==> config.mk <==
export PLATFORM = sky130hd
export DESIGN_NAME = muldiv_unit
export DESIGN_NICKNAME = d
export VERILOG_FILES = /design/src/rtl/muldiv_pkg.sv /design/src/rtl/muldiv_unit.sv
export SDC_FILE = /design/constraint.sdc
export NUM_CORES = 1
export LEC_CHECK = 0
export CORE_MARGIN = 4
export CORE_UTILIZATION = 52
export CTS_CLUSTER_DIAMETER = 100
export DETAILED_ROUTE_END_ITERATION = 8
export GPL_ROUTABILITY_DRIVEN = 1
export PLACE_DENSITY_LB_ADDON = 0.1
export SETUP_SLACK_MARGIN = 0.15
export SYNTH_ARGS = -nofsm -noshare
export SYNTH_HDL_FRONTEND = slang
export SYNTH_SLANG_ARGS = --single-unit
==> constraint.sdc <==
create_clock -name clk -period 3.9 [get_ports clk]
set_input_delay 0.585 -clock clk [delete_from_list [all_inputs] [get_ports clk]]
set_output_delay 0.585 -clock clk [all_outputs]
set_load 0.03 [all_outputs]
==> src/rtl/muldiv_pkg.sv <==
// Shared constants, enumerations and sign helpers for the RV32M multiply/divide unit.
package muldiv_pkg;

    localparam int XLEN       = 32;
    localparam int ITERATIONS = 32;
    localparam int CNT_W      = 5;

    typedef enum logic [2:0] {
        OP_MUL    = 3'd0,
        OP_MULH   = 3'd1,
        OP_MULHSU = 3'd2,
        OP_MULHU  = 3'd3,
        OP_DIV    = 3'd4,
        OP_DIVU   = 3'd5,
        OP_REM    = 3'd6,
        OP_REMU   = 3'd7
    } op_e;

    typedef enum logic [1:0] {
        ST_IDLE = 2'd0,
        ST_BUSY = 2'd1,
        ST_DONE = 2'd2
    } state_e;

    function automatic logic op_a_signed(input op_e o);
        case (o)
            OP_MULH, OP_MULHSU, OP_DIV, OP_REM: return 1'b1;
            default:                            return 1'b0;
        endcase
    endfunction

    function automatic logic op_b_signed(input op_e o);
        case (o)
            OP_MULH, OP_DIV, OP_REM: return 1'b1;
            default:                 return 1'b0;
        endcase
    endfunction

    function automatic logic [XLEN-1:0] abs_val(input logic [XLEN-1:0] x, input logic neg);
        return neg ? -x : x;
    endfunction

endpackage

==> src/rtl/muldiv_unit.sv <==
// Iterative RV32M multiply/divide unit: one bit per cycle over a shared shift/accumulate register.
// Divide support is built only when MULDIV_DIV_EN is defined; otherwise divide ops report op_err.
module muldiv_unit
    import muldiv_pkg::*;
(
    input  logic            clk,
    input  logic            rst,
    input  logic            start,
    input  logic [2:0]      op,
    input  logic [XLEN-1:0] rs1_data,
    input  logic [XLEN-1:0] rs2_data,
    input  logic [4:0]      rd_addr_in,
    output logic            busy,
    output logic            done,
    output logic            rd_wren,
    output logic [4:0]      rd_addr,
    output logic [XLEN-1:0] rd_data,
    output logic            op_err
);

    state_e              state_r;
    op_e                 op_r;
    logic [CNT_W-1:0]    cnt_r;
    logic [2*XLEN-1:0]   acc_r;
    logic [XLEN-1:0]     opnd_r;
    logic                sign_a_r;
    logic                sign_b_r;
    logic                busy_r;
    logic                done_r;
    logic                rd_wren_r;
    logic                op_err_r;
    logic [4:0]          rd_addr_r;
    logic [XLEN-1:0]     rd_data_r;

    op_e                 op_s;
    logic                sign_a_s;
    logic                sign_b_s;
    logic [XLEN-1:0]     mag_a_s;
    logic [XLEN-1:0]     mag_b_s;
    logic [XLEN:0]       mul_sum_s;
    logic [2*XLEN-1:0]   step_acc_s;
    logic [2*XLEN-1:0]   prod_s;
    logic [XLEN-1:0]     fin_s;
    logic                fast_s;
    logic                fast_err_s;
    logic [XLEN-1:0]     fast_data_s;
`ifdef MULDIV_DIV_EN
    logic [XLEN:0]       div_top_s;
    logic                div_ge_s;
    logic [XLEN-1:0]     div_diff_s;
`endif

    assign op_s     = op_e'(op);
    assign sign_a_s = op_a_signed(op_s) & rs1_data[XLEN-1];
    assign sign_b_s = op_b_signed(op_s) & rs2_data[XLEN-1];
    assign mag_a_s  = abs_val(rs1_data, sign_a_s);
    assign mag_b_s  = abs_val(rs2_data, sign_b_s);

    // One iteration: multiply shifts right adding the multiplicand, divide shifts left with trial subtract.
    always_comb begin
        mul_sum_s  = {1'b0, acc_r[2*XLEN-1:XLEN]} + (acc_r[0] ? {1'b0, opnd_r} : {(XLEN+1){1'b0}});
        step_acc_s = {mul_sum_s, acc_r[XLEN-1:1]};
`ifdef MULDIV_DIV_EN
        div_top_s  = acc_r[2*XLEN-1:XLEN-1];
        div_ge_s   = (div_top_s >= {1'b0, opnd_r});
        div_diff_s = div_top_s[XLEN-1:0] - opnd_r;
        if (op_r[2]) begin
            step_acc_s = {(div_ge_s ? div_diff_s : div_top_s[XLEN-1:0]), acc_r[XLEN-2:0], div_ge_s};
        end else begin
            step_acc_s = {mul_sum_s, acc_r[XLEN-1:1]};
        end
`endif
    end

    // Final sign fix-up; the low word of the negated 64-bit value doubles as the negated quotient.
    always_comb begin
        prod_s = (sign_a_r ^ sign_b_r) ? -step_acc_s : step_acc_s;
        fin_s  = {XLEN{1'b0}};
        case (op_r)
            OP_MUL:                       fin_s = prod_s[XLEN-1:0];
            OP_MULH, OP_MULHSU, OP_MULHU: fin_s = prod_s[2*XLEN-1:XLEN];
`ifdef MULDIV_DIV_EN
            OP_DIV, OP_DIVU:              fin_s = prod_s[XLEN-1:0];
            OP_REM, OP_REMU:              fin_s = abs_val(step_acc_s[2*XLEN-1:XLEN], sign_a_r);
`endif
            default:                      fin_s = {XLEN{1'b0}};
        endcase
    end

    // Single-cycle results: divide by zero, signed overflow, or divide ops without a divider.
    always_comb begin
        fast_s      = 1'b0;
        fast_err_s  = 1'b0;
        fast_data_s = {XLEN{1'b0}};
`ifdef MULDIV_DIV_EN
        if (op[2] && (rs2_data == {XLEN{1'b0}})) begin
            fast_s      = 1'b1;
            fast_data_s = op[1] ? rs1_data : {XLEN{1'b1}};
        end else if (op[2] && !op[0] && (rs1_data == {1'b1, {(XLEN-1){1'b0}}})
                     && (rs2_data == {XLEN{1'b1}})) begin
            fast_s      = 1'b1;
            fast_data_s = op[1] ? {XLEN{1'b0}} : {1'b1, {(XLEN-1){1'b0}}};
        end else begin
            fast_s      = 1'b0;
            fast_data_s = {XLEN{1'b0}};
        end
`else
        if (op[2]) begin
            fast_s     = 1'b1;
            fast_err_s = 1'b1;
        end else begin
            fast_s     = 1'b0;
            fast_err_s = 1'b0;
        end
`endif
    end

    // Control FSM with registered handshake and writeback outputs.
    always_ff @(posedge clk) begin
        if (rst) begin
            state_r   <= ST_IDLE;
            op_r      <= OP_MUL;
            cnt_r     <= {CNT_W{1'b0}};
            acc_r     <= {(2*XLEN){1'b0}};
            opnd_r    <= {XLEN{1'b0}};
            sign_a_r  <= 1'b0;
            sign_b_r  <= 1'b0;
            busy_r    <= 1'b0;
            done_r    <= 1'b0;
            rd_wren_r <= 1'b0;
            op_err_r  <= 1'b0;
            rd_addr_r <= 5'd0;
            rd_data_r <= {XLEN{1'b0}};
        end else begin
            case (state_r)
                ST_IDLE: begin
                    done_r    <= 1'b0;
                    rd_wren_r <= 1'b0;
                    op_err_r  <= 1'b0;
                    if (start) begin
                        op_r      <= op_s;
                        rd_addr_r <= rd_addr_in;
                        sign_a_r  <= sign_a_s;
                        sign_b_r  <= sign_b_s;
                        cnt_r     <= {CNT_W{1'b0}};
                        busy_r    <= 1'b1;
                        if (fast_s) begin
                            state_r   <= ST_DONE;
                            acc_r     <= {(2*XLEN){1'b0}};
                            opnd_r    <= {XLEN{1'b0}};
                            done_r    <= 1'b1;
                            rd_wren_r <= (rd_addr_in != 5'd0);
                            rd_data_r <= fast_data_s;
                            op_err_r  <= fast_err_s;
                        end else begin
                            state_r <= ST_BUSY;
                            acc_r   <= {{XLEN{1'b0}}, (op[2] ? mag_a_s : mag_b_s)};
                            opnd_r  <= op[2] ? mag_b_s : mag_a_s;
                        end
                    end else begin
                        busy_r <= 1'b0;
                    end
                end
                ST_BUSY: begin
                    acc_r <= step_acc_s;
                    cnt_r <= cnt_r + {{(CNT_W-1){1'b0}}, 1'b1};
                    if (cnt_r == CNT_W'(ITERATIONS - 1)) begin
                        state_r   <= ST_DONE;
                        done_r    <= 1'b1;
                        rd_wren_r <= (rd_addr_r != 5'd0);
                        rd_data_r <= fin_s;
                    end else begin
                        state_r <= ST_BUSY;
                    end
                end
                ST_DONE: begin
                    state_r   <= ST_IDLE;
                    busy_r    <= 1'b0;
                    done_r    <= 1'b0;
                    rd_wren_r <= 1'b0;
                    op_err_r  <= 1'b0;
                end
                default: begin
                    state_r   <= ST_IDLE;
                    busy_r    <= 1'b0;
                    done_r    <= 1'b0;
                    rd_wren_r <= 1'b0;
                    op_err_r  <= 1'b0;
                end
            endcase
        end
    end

    assign busy    = busy_r;
    assign done    = done_r;
    assign rd_wren = rd_wren_r;
    assign rd_addr = rd_addr_r;
    assign rd_data = rd_data_r;
    assign op_err  = op_err_r;

endmodule
==> flow_summary.toml, run 1 <==
[status]
status = "complete, but fails checks"
violations = "setup timing"

[worst_setup_path]
critPathKind = "flip-flop to flip-flop"
arrival_ps = 4380
crit_top_cell = "or4_4"
path_delay_family = "compound AO/OA/AOI/OAI gates"
path_cells = "and2_4 > ha_4 > fa_2 > a21o_1 > a221o_1 > a211oi_2 > buf_4 > buf_6 > o21ai_4 > a41oi_2 > xnor2_2 > or4_4 > or4_4 > o21ai_2 > mux2i_1 > a21oi_1"
worst-path-buf-inv = 2
crit_slowest_cell = "or4_4"
start_kind = "flip-flop"
slowest_delay_ps = 490
end_kind = "flip-flop"
worst_ep_required_time_ps = 4190
crit_path_max_fanout = 8

[sta]
fin_crit_sh_pct = 105.0
drv_slew = 0
slew_headroom_pct = 23.86
rsz0062_at_grt = "true"
max_freq_ghz = 0.2441
period_needed_ps = 4097
worst_slack_ps = -196.7
finalSetupViolCount = 13
clock_skew_ps = 17.86
tightest_slew_ps = 1142
final-hold-violation-count = 0
holdWs_ps = 457.2

[routing]
drt_first_pass_iters = 6
vias = 11370
via_per_inst = 6.051
postRouteAntennaNets = 0
drtIter0Drc = 1067
drc_errors = 0
avgRoutedWirePerCell_um = 18.24
routed_wl_mm = 34.28

[logic_synthesis]
syn_area_um2 = 10530
synth-main-ff-cell = "dfxtp_1"
yosys-top-cells-area = "dfxtp_1 28%, xnor2_1 6.9%, nand2_1 6.1%"
yosys.cell_types.count = 79
synthMostInstantiatedCell = "nand2_1"
synth_edf_count = 0
synth_seq_cells = 149
synth_nets = 1520
yosysWarnings = 0
async_reset_ff_share_pct = 0
synth_top_area_share_pct = 28.33
ys_top_cells_by_count = "171 x nand2_1, 157 x nor2_1, 149 x dfxtp_1"
avgSynthCellArea_um2 = 7.483
synth_area_leader_cell = "dfxtp_1"
syn_inst = 1407
seq_area_frac_synth_pct = 28.33

[clock_network]
htreeDepth = 4
cts-root-buf = "clkbuf_16"
cts_tree = "done"
clk-insertion-delay-late_ps = 450
cts.reportedPaths.clkPinSlew_ps = 70
clk_path_buf_depth = 2
cts_sinks = 149
cts_made_buffers = 17
cts_hold_buffers = 0

[power_and_ir_drop]
switching_share_pct = 33.08
comb_power_share_pct = 21.7
power_density_nw_per_um2 = 303.8
power.total_mw = 4.221
leakage_nw = 5.417
p_clk_share_pct = 39.9
p_switching_mw = 1.396
intPower_mw = 2.824
seq_power_share_pct = 38.4
ir_drop_mv = 0.3057

[placed_design]
io_buffers = 115
dp_hpwl_mm = 24.71
place_congestion = 0.9264

[grt]
antenna_found_initial = 2
grt_max_degree = 82
busiest_layer = "met2"
use_met2_pct = 47.59
grt_use_total_pct = 29.50
grt_pass1_vias = 10560
grtUsageMet1_pct = 40.84
grt_first_pass_wirelength_mm = 53.64
met3_usage_pct = 4.515
gr-total-overflow = 0

[floorplanning]
die_w_um = 150.3
ios = 116
rows = 51
start_util_pct = 53.40
coreArea_um2 = 19720
dieHeight_um = 150.3
die_area_um2 = 22590

[layout]
layout.nets = 1714
syn2layout_area_growth_pct = 31.94
n_antenna_cell = 0
drive_above_1_share_pct = 17.10

[min_path]
hold_path_class = "flip-flop to flip-flop"

[run]
drv_cap = 0
[what timing repair did]
action	in CTS	in global routing
setup buffers	7	15
pin swaps	9	51
resized for setup	19	56
endpoints found under the setup margin	14	22
[cell families (layout without fill, tap and decap cells)]
logic type	after synthesis	after routing	synth area share [%]
AND/OR/NAND/NOR	561	561	25.60
adder cells (fa/ha/maj)	38	38	4.587
flip-flops	149	149	28.33
AO/OA/AOI/OAI	404	404	25.31
XOR/XNOR	142	142	11.88
multiplexers	4	4	0.3922
buffers and inverters	109	316	3.898
[registers in the layout, summed over array words and instances (netlist names)]
name,cells
busy,1
state_r,2
rd_addr,5
sign_b_r,1
op_err,1
acc_r,64
cnt_r,5
rd_wren,1
rd_data,32
done,1
opnd_r,32
op_r,3
sign_a_r,1
[worst min-delay path, cell delays in order (launching register included)]
cell and delay (ps):
dfxtp_1 310, nand2_1 50, a21oi_1 50
[cell type report]
class / count / area (um2)
tap: 265 / 331.6
sequential: 149 / 2987
timing repair buffer: 268 / 2337
multi-input combinational: 1149 / 7569
inverter: 16 / 62.56
clock inverter: 15 / 180.2
clock buffer: 17 / 425.4
fill: 1613 / 5826
[layer usage]
metal | up-vias | part of all wire (%)
li1 | 5471 | -
met1 | 5373 | 45
met4 | 0 | 2.1
met2 | 464 | 46
met3 | 61 | 7.3
met5 | - | 0
[worst paths after layout]
kind	from	end	slack, ps	cells past startpoint
worst max-delay path	acc_r[0]$_SDFFE_PP0P_	rd_data[28]$_SDFFE_PP0P_	-200	16
worst min-delay path	rd_data[18]$_SDFFE_PP0P_	rd_data[18]$_SDFFE_PP0P_	460	2
worst max register to register	acc_r[0]$_SDFFE_PP0P_	rd_data[28]$_SDFFE_PP0P_	-200	16
worst min register to register	rd_data[18]$_SDFFE_PP0P_	rd_data[18]$_SDFFE_PP0P_	460	2
[power groups by stage]
stage               combinational (mW)  sequential (mW)  clock [mW]
finish                           0.914             1.62        1.68
floorplan                        0.514             1.65           0
global placement                 0.830             1.65           0
detailed placement               0.840             1.65           0
global route                     0.989             1.63        1.76
CTS                              0.860             1.62        1.70
[layout by cell type, fill, tap and decap left out, drive strengths merged, types with 12 or more instances in the layout]
| master | synthesis | layout |
|---|---|---|
| a21o | 16 | 16 |
| a21oi | 119 | 119 |
| a22oi | 59 | 59 |
| a31oi | 43 | 43 |
| and2 | 44 | 44 |
| buf | 5 | 154 |
| clkbuf | 88 | 17 |
| clkdlybuf4s50 | 0 | 114 |
| dfxtp | 149 | 149 |
| ha | 37 | 37 |
| inv | 16 | 25 |
| nand2 | 171 | 171 |
| nand3 | 69 | 69 |
| nand4 | 12 | 12 |
| nor2 | 157 | 157 |
| nor3 | 21 | 21 |
| nor4 | 14 | 14 |
| o21ai | 56 | 56 |
| o22ai | 19 | 19 |
| o31ai | 22 | 22 |
| o41ai | 14 | 14 |
| or3 | 14 | 14 |
| xnor2 | 83 | 83 |
| xor2 | 59 | 59 |
[stage by stage]
stage / setup TNS [ps] / area, um2 / cells / setup WS, ps / utilization, %
6_report: -1201 / 13890 / 1879 / -196.7 / 70.46
5_1_grt: -2865 / 13890 / 1879 / -328.8 / 70.46
4_1_cts: 0 / 13460 / 1864 / 4.431 / 68.28
3_3_place_gp: 0 / 12730 / 1825 / 13.03 / 64.55
2_1_floorplan: 0 / 10550 / 1407 / 41.78 / -
3_5_place_dp: -127.6 / 12730 / 1825 / -66.59 / 64.55
(Power assumes the default switching activity.)
==> run 2: changes to the inputs <==
--- a/config.mk
+++ b/config.mk
@@ -5,11 +5,12 @@
 export SDC_FILE = /design/constraint.sdc
 export NUM_CORES = 1
 export LEC_CHECK = 0
-export CORE_MARGIN = 4
+export CORE_MARGIN = 2
 export CORE_UTILIZATION = 52
 export CTS_CLUSTER_DIAMETER = 100
 export DETAILED_ROUTE_END_ITERATION = 8
 export GPL_ROUTABILITY_DRIVEN = 1
+export HOLD_SLACK_MARGIN = 0.02
 export PLACE_DENSITY_LB_ADDON = 0.1
 export SETUP_SLACK_MARGIN = 0.15
 export SYNTH_ARGS = -nofsm -noshare
==> run 2 against run 1 <==
The run still ends with setup timing left. Die area is 5.3% lower. Largest cell class unchanged. Cell area is 1.2% lower. Clock skew decreased by 4.8 ps. Largest power group unchanged. Register-to-register slack improved by 140 ps. Sequential share of layout area rose by 0.26 points. Clock-buffer cell count is the same.
==> flow_summary.toml, run 2 (synthesis gave the netlist of run 1 again) <==
[layout]
regMostFlops = "acc_r"
num-fill-cells = 1747
layoutNonFillerInstCount = 1853
layout_commonest_cell = "nand2_1"
n_antenna_cell = 0
syn2layout_area_growth_pct = 30.39
largest_register_ff_count = 64
drive_above_1_share_pct = 16.23
final_area_um2 = 13730
fin_util_pct = 68.51
layout_common_cells = "168 x nand2_1, 149 x nor2_1, 148 x dfxtp_1, 115 x buf_4, 114 x clkdlybuf4s50_1"
layout.nets = 1683

[placed_design]
place_inst = 1808
dp_slack_ps = -167.1
io_buffers = 115
place_congestion = 0.9858
place_area_um2 = 12570
dp_hpwl_mm = 24.20

[worst_setup_path]
path_cells = "buf_12 > and2_1 > ha_1 > buf_4 > a21oi_1 > and3_1 > o221ai_1 > buf_4 > o41ai_4 > nand3_2 > nor4_4 > nand4b_1 > buf_4 > buf_4 > inv_2 > a31oi_2 > xor2_1 > o22ai_1"
crit_top_cell = "buf_4"
crit_path_max_fanout = 19
slowest_delay_ps = 360
end_kind = "flip-flop"
worst_ep_required_time_ps = 4190
path_delay_family = "compound AO/OA/AOI/OAI gates"
arrival_ps = 4240
worst-path-buf-inv = 6
critPathKind = "flip-flop to flip-flop"
crit_slowest_cell = "dfxtp_4"
start_kind = "flip-flop"

[sta]
holdWs_ps = 465.0
tightest_slew_ps = 1037
rsz0062_at_grt = "true"
clock_skew_ps = 13.09
fin_tns_setup_ps = -152.2
fin_crit_sh_pct = 101.5
slew_headroom_pct = 30.85
final-hold-violation-count = 0
period_needed_ps = 3957
drv_slew = 0
worst_slack_ps = -57.20
finalSetupViolCount = 4
max_freq_ghz = 0.2527

[floorplanning]
die_area_um2 = 21400
dieHeight_um = 146.3
start_util_pct = 52.54
die_w_um = 146.3
coreArea_um2 = 20040
rows = 52
ios = 116

[grt]
grtUsageMet1_pct = 41.44
antenna_found_initial = 0
met3_usage_pct = 4.531
gr-total-overflow = 0
grt_use_total_pct = 30.40
grt_max_degree = 98
grt_pass1_vias = 10490
use_met2_pct = 49.67
busiest_layer = "met2"
grt_first_pass_wirelength_mm = 53.17

[routing]
routed_wl_mm = 33.32
drc_errors = 0
via_per_inst = 6.036
vias = 11180
postRouteAntennaNets = 0
drtIter0Drc = 1023
avgRoutedWirePerCell_um = 17.98
drt_first_pass_iters = 6

[clock_network]
cts-root-buf = "clkbuf_16"
clk_path_buf_depth = 2
cts_hold_buffers = 0
cts.reportedPaths.clkPinSlew_ps = 80
cts_sinks = 149
cts_made_buffers = 17
htreeDepth = 4
cts_tree = "done"
clk-insertion-delay-late_ps = 450

[power_and_ir_drop]
power_density_nw_per_um2 = 305.3
ir_drop_mv = 0.2673
leakage_nw = 5.217
power.total_mw = 4.191

[status]
violations = "setup timing"
status = "complete, but fails checks"

[run]
drv_cap = 0

[min_path]
hold_path_class = "flip-flop to flip-flop"
run 2: cell types whose count changed in the layout (fill, tap and decap cells not counted), sizes merged:
| cell | before | now |
|---|---|---|
| inv | 25 | 24 |
| clkinv | 5 | 6 |
| buf | 154 | 123 |
run 2: final timing paths:
check / from / end / slack, ps / cells after the start
worst max-delay path: acc_r[0]$_SDFFE_PP0P_ / rd_data[30]$_SDFFE_PP0P_ / -60 / 18
worst min-delay path: op_err$_SDFFE_PP0N_ / op_err$_SDFFE_PP0N_ / 470 / 2
worst max register to register: acc_r[0]$_SDFFE_PP0P_ / rd_data[30]$_SDFFE_PP0P_ / -60 / 18
worst min register to register: op_err$_SDFFE_PP0N_ / op_err$_SDFFE_PP0N_ / 470 / 2
run 2: cell type report:
class	instances	area, um2	area share (%)
tap	270	337.8	2.461
inverter	16	60.06	0.4375
multi-input combinational	1149	7629	55.57
clock buffer	17	425.4	3.099
timing repair buffer	237	2112	15.38
clock inverter	15	177.7	1.294
sequential	149	2987	21.76
run 2: worst register-to-register path: cells and delay by family (launching register included):
kind | cells | cell delay (ps)
buffers and inverters | 6 | 930
flip-flops | 1 | 360
AO/OA/AOI/OAI | 5 | 1050
XOR/XNOR | 1 | 180
adder cells (fa/ha/maj) | 1 | 310
AND/OR/NAND/NOR | 5 | 980
run 2: power by group:
part | switching (mW) | internal [mW]
Clock | 0.811 | 0.866
Combinational | 0.524 | 0.369
Sequential | 0.0545 | 1.57
run 2: timing repair:
item / in CTS / in global routing
resized for setup: 28 / 62
setup buffers: 9 / 4
pin swaps: 23 / 41
setup endpoints to repair: 12 / 21
run 2: layer usage:
layer / vias up / wire [um]
met5: - / 0
met4: 0 / 814
met3: 69 / 2536
met2: 425 / 15470
met1: 5267 / 14500
li1: 5423 / -
==> run 3: changes to the inputs <==
--- a/config.mk
+++ b/config.mk
@@ -7,7 +7,7 @@
 export LEC_CHECK = 0
 export CORE_MARGIN = 2
 export CORE_UTILIZATION = 52
-export CTS_CLUSTER_DIAMETER = 100
+export CTS_CLUSTER_DIAMETER = 200
 export DETAILED_ROUTE_END_ITERATION = 8
 export GPL_ROUTABILITY_DRIVEN = 1
 export HOLD_SLACK_MARGIN = 0.02
==> results of run 3 <==
No change in the layout: final DEF, timing and power equal those of run 2.
